<file path="src/rtl/dtw_core_sched.sv">
// dtw_core_sched: job scheduler for the multi-core DTW accelerator.
//
// Runs the one-time reference load through the reference loader, then hands
// query jobs round-robin to NUM_CORES DTW cores. It tracks which cores own a
// job and returns each result on a valid/ready stream, tagged with the job ID
// and the index of the core that produced it.
//
// Ports:
//   clk, rst                 clock, synchronous active-high reset
//   cfg_ref_len_in           reference length, latched when a load starts
//   load_req_in              one-cycle pulse requesting a reference (re)load
//   ldr_rs_out               loader run-start pulse (load start or job dispatch)
//   ldr_op_mode_out          loader mode: 1 load, 0 normal read
//   ldr_ref_len_out          latched reference length for the loader
//   ldr_busy_in              loader busy
//   ldr_load_done_in         loader load-complete flag
//   job_valid_in/job_id_in   job request; job_ready_out accepts it
//   core_start_out           per-core one-cycle start pulse
//   core_done_in             per-core one-cycle done pulse
//   core_result_in           per-core result slices
//   res_valid_out/res_ready_in, res_data_out, res_id_out, res_core_out
//                            result stream
//   ref_loaded_out           reference valid
//   err_out                  sticky errors: [0] load timeout, [1] stray done
//   dbg_state_out            FSM state
module dtw_core_sched #(
  parameter int NUM_CORES        = 4,
  parameter int ID_WIDTH         = 8,
  parameter int RES_WIDTH        = 32,
  parameter int REFMEM_PTR_WIDTH = 20,
  parameter int TIMEOUT_WIDTH    = 24
) (
  input  logic                             clk,
  input  logic                             rst,
  input  logic [REFMEM_PTR_WIDTH-1:0]      cfg_ref_len_in,
  input  logic                             load_req_in,
  output logic                             ldr_rs_out,
  output logic                             ldr_op_mode_out,
  output logic [REFMEM_PTR_WIDTH-1:0]      ldr_ref_len_out,
  input  logic                             ldr_busy_in,
  input  logic                             ldr_load_done_in,
  input  logic                             job_valid_in,
  input  logic [ID_WIDTH-1:0]              job_id_in,
  output logic                             job_ready_out,
  output logic [NUM_CORES-1:0]             core_start_out,
  input  logic [NUM_CORES-1:0]             core_done_in,
  input  logic [NUM_CORES*RES_WIDTH-1:0]   core_result_in,
  output logic                             res_valid_out,
  input  logic                             res_ready_in,
  output logic [RES_WIDTH-1:0]             res_data_out,
  output logic [ID_WIDTH-1:0]              res_id_out,
  output logic [$clog2(NUM_CORES)-1:0]     res_core_out,
  output logic                             ref_loaded_out,
  output logic [1:0]                       err_out,
  output logic [1:0]                       dbg_state_out
);

  localparam int CW = $clog2(NUM_CORES);

  typedef enum logic [1:0] {
    S_IDLE       = 2'd0,
    S_LOAD_START = 2'd1,
    S_LOAD_WAIT  = 2'd2,
    S_RUN        = 2'd3
  } state_t;

  state_t                   state, state_nxt;
  logic                     load_pend;
  logic                     busy_seen;
  logic [TIMEOUT_WIDTH-1:0] wdog;
  logic [NUM_CORES-1:0]     alloc, pend;
  logic [CW-1:0]            rr_ptr, res_ptr;
  logic                     disp_vld_p0;
  logic [ID_WIDTH-1:0]      id_reg  [NUM_CORES];
  logic [RES_WIDTH-1:0]     res_reg [NUM_CORES];

  // First set bit of mask at or after ptr, wrapping modulo NUM_CORES.
  // Returns {found, index}; scanning downward lets the nearest hit win.
  function automatic logic [CW:0] pick_rr(input logic [NUM_CORES-1:0] mask,
                                          input logic [CW-1:0] ptr);
    logic [CW:0] r;
    int j;
    r = '0;
    for (int i = NUM_CORES - 1; i >= 0; i--) begin
      j = int'(ptr) + i;
      if (j >= NUM_CORES) j = j - NUM_CORES;
      if (mask[j]) r = {1'b1, CW'(j)};
    end
    return r;
  endfunction

  function automatic logic [CW-1:0] next_ptr(input logic [CW-1:0] k);
    return (int'(k) == NUM_CORES - 1) ? '0 : k + 1'b1;
  endfunction

  function automatic logic [NUM_CORES-1:0] onehot(input logic [CW-1:0] k);
    logic [NUM_CORES-1:0] m;
    m = '0;
    m[k] = 1'b1;
    return m;
  endfunction

  logic                 idle_clean, load_done_ok, wdog_exp;
  logic                 job_fire, res_load, res_fire;
  logic [CW:0]          disp_pick, res_pick;
  logic [CW-1:0]        disp_k, res_k;
  logic [NUM_CORES-1:0] done_ok, done_bad;

  // A reload may only start once every core is free and every result drained.
  assign idle_clean   = (alloc == '0) && (pend == '0);
  assign load_done_ok = busy_seen && ldr_load_done_in && !ldr_busy_in;
  assign wdog_exp     = &wdog;
  assign job_fire     = job_valid_in && job_ready_out;
  assign disp_pick    = pick_rr(~alloc, rr_ptr);
  assign disp_k       = disp_pick[CW-1:0];
  assign res_pick     = pick_rr(pend, res_ptr);
  assign res_k        = res_pick[CW-1:0];
  assign res_load     = !res_valid_out && res_pick[CW];
  assign res_fire     = res_valid_out && res_ready_in;
  assign done_ok      = core_done_in & alloc;
  assign done_bad     = core_done_in & ~alloc;
  assign dbg_state_out = state;

  always_ff @(posedge clk) begin
    if (rst) state <= S_IDLE;
    else     state <= state_nxt;
  end

  always_comb begin
    state_nxt = state;
    case (state)
      S_IDLE: begin
        if (load_pend && idle_clean) state_nxt = S_LOAD_START;
        else if (ref_loaded_out)     state_nxt = S_RUN;
      end
      S_LOAD_START: state_nxt = S_LOAD_WAIT;
      S_LOAD_WAIT: begin
        if (load_done_ok)  state_nxt = S_RUN;
        else if (wdog_exp) state_nxt = S_IDLE;
      end
      S_RUN: begin
        if (load_pend && idle_clean) state_nxt = S_LOAD_START;
      end
      default: state_nxt = S_IDLE;
    endcase
  end

  // The loader run-start also fires (in read mode) the cycle after a dispatch.
  always_comb begin
    ldr_rs_out      = disp_vld_p0;
    ldr_op_mode_out = 1'b0;
    job_ready_out   = 1'b0;
    case (state)
      S_LOAD_START: begin
        ldr_rs_out      = 1'b1;
        ldr_op_mode_out = 1'b1;
      end
      S_LOAD_WAIT: ldr_op_mode_out = 1'b1;
      S_RUN:       job_ready_out = !load_pend && (alloc != '1);
      default: ;
    endcase
  end

  // Control and output registers
  always_ff @(posedge clk) begin
    if (rst) begin
      load_pend       <= 1'b0;
      busy_seen       <= 1'b0;
      wdog            <= '0;
      ref_loaded_out  <= 1'b0;
      err_out         <= '0;
      alloc           <= '0;
      pend            <= '0;
      rr_ptr          <= '0;
      res_ptr         <= '0;
      core_start_out  <= '0;
      disp_vld_p0     <= 1'b0;
      res_valid_out   <= 1'b0;
      res_data_out    <= '0;
      res_id_out      <= '0;
      res_core_out    <= '0;
      ldr_ref_len_out <= '0;
    end else begin
      // A request arriving while the load starts is kept for a second load.
      load_pend <= (load_pend && (state != S_LOAD_START)) || load_req_in;

      if (state_nxt == S_LOAD_START) ldr_ref_len_out <= cfg_ref_len_in;

      if (state == S_LOAD_START) begin
        wdog           <= '0;
        busy_seen      <= 1'b0;
        ref_loaded_out <= 1'b0;
      end else if (state == S_LOAD_WAIT) begin
        wdog      <= wdog + 1'b1;
        busy_seen <= busy_seen | ldr_busy_in;
        if (load_done_ok)  ref_loaded_out <= 1'b1;
        else if (wdog_exp) err_out[0]     <= 1'b1;
      end

      if (|done_bad) err_out[1] <= 1'b1;

      // Dispatch stage: start pulse goes out one cycle after the handshake
      core_start_out <= '0;
      disp_vld_p0    <= job_fire;
      if (job_fire) begin
        core_start_out <= onehot(disp_k);
        rr_ptr         <= next_ptr(disp_k);
      end

      // A core stays allocated until its result leaves on the output stream.
      alloc <= (alloc | (job_fire ? onehot(disp_k) : '0))
               & ~(res_fire ? onehot(res_core_out) : '0);
      pend  <= (pend | done_ok) & ~(res_load ? onehot(res_k) : '0);

      // Output stage: refill only when empty, hold while stalled
      if (res_load) begin
        res_valid_out <= 1'b1;
        res_data_out  <= res_reg[res_k];
        res_id_out    <= id_reg[res_k];
        res_core_out  <= res_k;
        res_ptr       <= next_ptr(res_k);
      end else if (res_fire) begin
        res_valid_out <= 1'b0;
      end
    end
  end

  // Per-core job ID and result holding registers
  always_ff @(posedge clk) begin
    if (job_fire) id_reg[disp_k] <= job_id_in;
    for (int k = 0; k < NUM_CORES; k++) begin
      if (done_ok[k]) res_reg[k] <= core_result_in[k*RES_WIDTH +: RES_WIDTH];
    end
  end

endmodule
</file>
<file path="config.mk">
export PLATFORM = sky130hd
export DESIGN_NAME = dtw_core_sched
export DESIGN_NICKNAME = d
export VERILOG_FILES = /design/src/rtl/dtw_core_sched.sv
export SDC_FILE = /design/constraint.sdc
export NUM_CORES = 1
export LEC_CHECK = 0
export CAP_MARGIN = 20
export CORE_MARGIN = 5
export CORE_UTILIZATION = 50
export CTS_CLUSTER_SIZE = 16
export DETAILED_ROUTE_END_ITERATION = 10
export PLACE_DENSITY = 0.8
export SLEW_MARGIN = 25
export SYNTH_ARGS = -nofsm -noshare
export SYNTH_HDL_FRONTEND = slang
export SYNTH_SLANG_ARGS = --single-unit
export TNS_END_PERCENT = 1
</file>
<file path="constraint.sdc">
create_clock -name clk -period 5.93 [get_ports clk]
set_input_delay 1.186 -clock clk [delete_from_list [all_inputs] [get_ports clk]]
set_output_delay 1.186 -clock clk [all_outputs]
set_load 0.1 [all_outputs]
</file>
==> impl_results.md <==
- Status: completed
- Post-CTS resize count: 0
- Post-synthesis mux area share: 0.0836
- Clk_lat worst skew: 0.53 ns
- Min-delay src: err_out[0]
- Core area: 20400 um2
- Worst Reg-to-Reg Cells: 6
- Switch Pwr: 0.00122 W
- Post-route minimum period: 3.89 ns
- Crit path required time: 4.74 ns
- Final Util: 0.691
- Crit path capture type: output pin
- Layout Nets: 1178
- Startpoint types: register
- Clock slew at reported path FFs: 0.06 ns
- Max reg flops: 128
- Sequential share of the synthesized area: 0.675
- Post-Syn Nets: 940
- RSZ-0062 raised after global routing: false
- Dominant cells by area after synthesis: edfxtp_1 (46%), dfxtp_1 (21%), mux2i_1 (4.0%)
- Vias post-DR: 7014
- Leakage power: 4.99 nW
- Gate power share: 0.158
- Vias in the first global route: 7246
- Hpwl dp: 16500 um
- Die ar.: 23800 um2
- Drt first pass iters: 4
- Initial Util: 0.511
- Gp weighted congestion: 0.804
- Arrival @ worst endpoint: 2.71 ns
- Fillers: 1465
- Synth area leader: edfxtp_1
- Antenna violations before repair: 1
- Fmax: 257 MHz
- Clock sink count: 271
- Internal power: 0.00338 W
- Buffers added on ports: 241
- Critical path class: reg -> out
- # DRC: 0
- Worst-margin pin slew: 1.05 ns
- Final Hold Vio Count: 0
- Synthesized-area fraction occupied by and/or/nand/nor cells: 0.0949
- Die X: 154 um
- CP max FO: 5
- Post-synth top flop: edfxtp_1
- P&R area growth vs syn: 35.1%
- Pwr per Cell Area: 327 nW/um2
- Total Wirelength: 25400 um
- Mapped Area: 10400 um2
- Part of the power in the clock network: 0.394
- R2R setup slack: 2.99 ns
- Worst min path class: reg -> reg
- Total CTS buffers: 28
- Iter 0 DRT Violations: 445
- CTS Buffer Depth: 3
- Max Cap Viol: 0
- EDFF count, synth: 160
- # setup viols final: 0
- Tcrit/Tclk final: 0.656
- Clk_skew: 0.00585 ns
- CTS tree: yes
- Synth unique cells: 52
- Setup TNS: 0 ns
- Vias per cell: 5.44
- Reg2reg start: res_ptr[1]
- Synth warnings: 0
- Sw Ratio: 0.264
- Cells after synthesis: 760
- Layout cells sized above 1: 0.0961
- Slew Limit Fails: 0
- Largest net degree at the start of global routing: 47
- Antenna Violating Nets Remaining: 0
- Inst Count DP: 1237
- Cts hold-fix bufs: 0
- Avg WL per Cell: 19.7 um
- H-tree lvl count: 1
- Worst R2R End: res_data_out[14]
- VDD IR max: 320 uV
- Slew HR: 0.298
- Post-synth top area share: 0.461
- Largest family of logic cells by synthesized area: simple AND/OR/NAND/NOR gates
- Ports: 242
- Synth Area in XOR/XNOR: 0.0160
- First-pass GRT wire length: 39200 um
- Area fraction in compound gates after synthesis: 0.0913
- Fraction of registers with async set/reset: 0
- Post-CTS Setup Inserts: 0
- Diodes inserted: 0
- Hold Path Sink: err_out[0]
- Num rows: 52
- GRT Residual Overflow: 0
- Adder-cell share of the synthesized area: 0.0156
- CTS root buf: clkbuf_16
- Die Ht: 154 um
- Synth Register Bits: 271
- Design area: 14100 um2
- Hold depth: 2
- Tot GR Track Use: 0.207
- Layout Cells excl Fill: 1290
- Reg power frac: 0.448
- Dpl cell area: 13100 um2
- Avg Inst Size Synth: 13.7 um2
==> stage by stage <==
stage                     setup slack (ns)  power (W)  hold WS, ns
after floorplan                       2.61    0.00258        0.451
after global placement                2.49    0.00280        0.456
after detailed placement              2.51    0.00282        0.468
after CTS                             2.05    0.00463        0.483
after global routing                  1.97    0.00475        0.497
final                                 2.04    0.00460        0.478
==> per-layer routing <==
| metal | track usage | wire (um) | vias up | share of wire |
|---|---|---|---|---|
| met4 | 0.0601 | 642 | 2 | 0.025 |
| met2 | 0.353 | 12300 | 248 | 0.49 |
| met3 | 0.0522 | 2000 | 43 | 0.079 |
| met1 | 0.262 | 10400 | 3407 | 0.41 |
| met5 | 0 | 7 | - | 0.00028 |
| li1 | - | - | 3314 | - |
==> cells in the final DEF (no fill, tap or decap), drive strengths merged, types with 8 or more instances in the layout <==
cell | Yosys | layout
ha | 13 | 13
clkdlybuf4s50 | 0 | 240
a221o | 32 | 32
a22oi | 8 | 8
xor2 | 16 | 16
mux2i | 42 | 42
a21oi | 36 | 36
nand3 | 11 | 11
clkbuf | 22 | 38
inv | 16 | 16
or3b | 20 | 20
dfxtp | 111 | 111
a211oi | 8 | 8
mux2 | 40 | 40
nor2 | 85 | 85
clkinv | 0 | 8
nand2 | 15 | 15
edfxtp | 160 | 160
and2 | 10 | 10
nand4 | 9 | 9
o21ai | 33 | 33
==> final cells by class <==
| class | instances | area [um2] | share of cell area |
|---|---|---|---|
| inverter | 16 | 60.1 | 0.00427 |
| clock inverter | 14 | 151 | 0.0108 |
| clock buffer | 38 | 831 | 0.0591 |
| timing repair buffer | 247 | 2460 | 0.175 |
| sequential | 271 | 7030 | 0.500 |
| multi-input combinational | 434 | 3200 | 0.227 |
| tap | 270 | 338 | 0.0240 |
==> Yosys cell counts (2+ instances only) <==
cell	instances
o21ai_0	33
nand2b_1	3
inv_1	16
buf_2	12
buf_6	2
dfxtp_1	111
edfxtp_1	160
a21oi_1	36
a221o_1	32
mux2i_1	42
mux2_1	15
nor2_1	85
nor3_2	3
nand4_1	8
or3b_1	20
nand3_1	11
a311oi_1	3
o22ai_1	2
a22oi_1	8
or2_2	2
or3_1	4
xor2_1	16
nor4_1	2
and2_1	10
mux2_2	25
nand2_1	15
a211oi_1	7
xnor2_1	3
and3_1	7
nor2b_1	7
ha_1	13
and4_1	2
o21a_1	2
a31oi_1	2
clkbuf_1	22
buf_4	3
==> power by group through the flow <==
stage          Sequential, W  Clock [W]  Combinational, W
6_report             0.00206    0.00181          0.000727
5_1_grt              0.00206    0.00193          0.000764
4_1_cts              0.00206    0.00184          0.000723
3_5_place_dp         0.00210          0          0.000720
3_3_place_gp         0.00210          0          0.000703
2_1_floorplan        0.00238          0          0.000206
==> worst max-delay path by stage <==
stage | start | end | cells past startpoint | slack [ns]
detailed placement | rst | res_id_out[4] | 5 | 2.51
finish | dbg_state_out[1] | ldr_rs_out | 4 | 2.04
CTS | dbg_state_out[1] | ldr_rs_out | 4 | 2.05
floorplan | dbg_state_out[1] | job_ready_out | 2 | 2.61
global placement | ldr_busy_in | ldr_ref_len_out[12] | 6 | 2.49
global route | dbg_state_out[1] | ldr_rs_out | 4 | 1.97
==> cells by family after synthesis <==
family | count (synthesis)
flip-flops | 271
buffers and inverters | 55
adder cells (fa/ha/maj) | 13
AO/OA/AOI/OAI | 135
AND/OR/NAND/NOR | 185
XOR/XNOR | 19
multiplexers | 82
==> critical path: stages (launching register included) <==
cell and delay [ns]:
dfxtp_1 0.45, inv_1 0.14, ha_1 0.27, or2_2 0.34, clkdlybuf4s50_1 0.98
No activity file was read; power rests on OpenSTA's default activity.
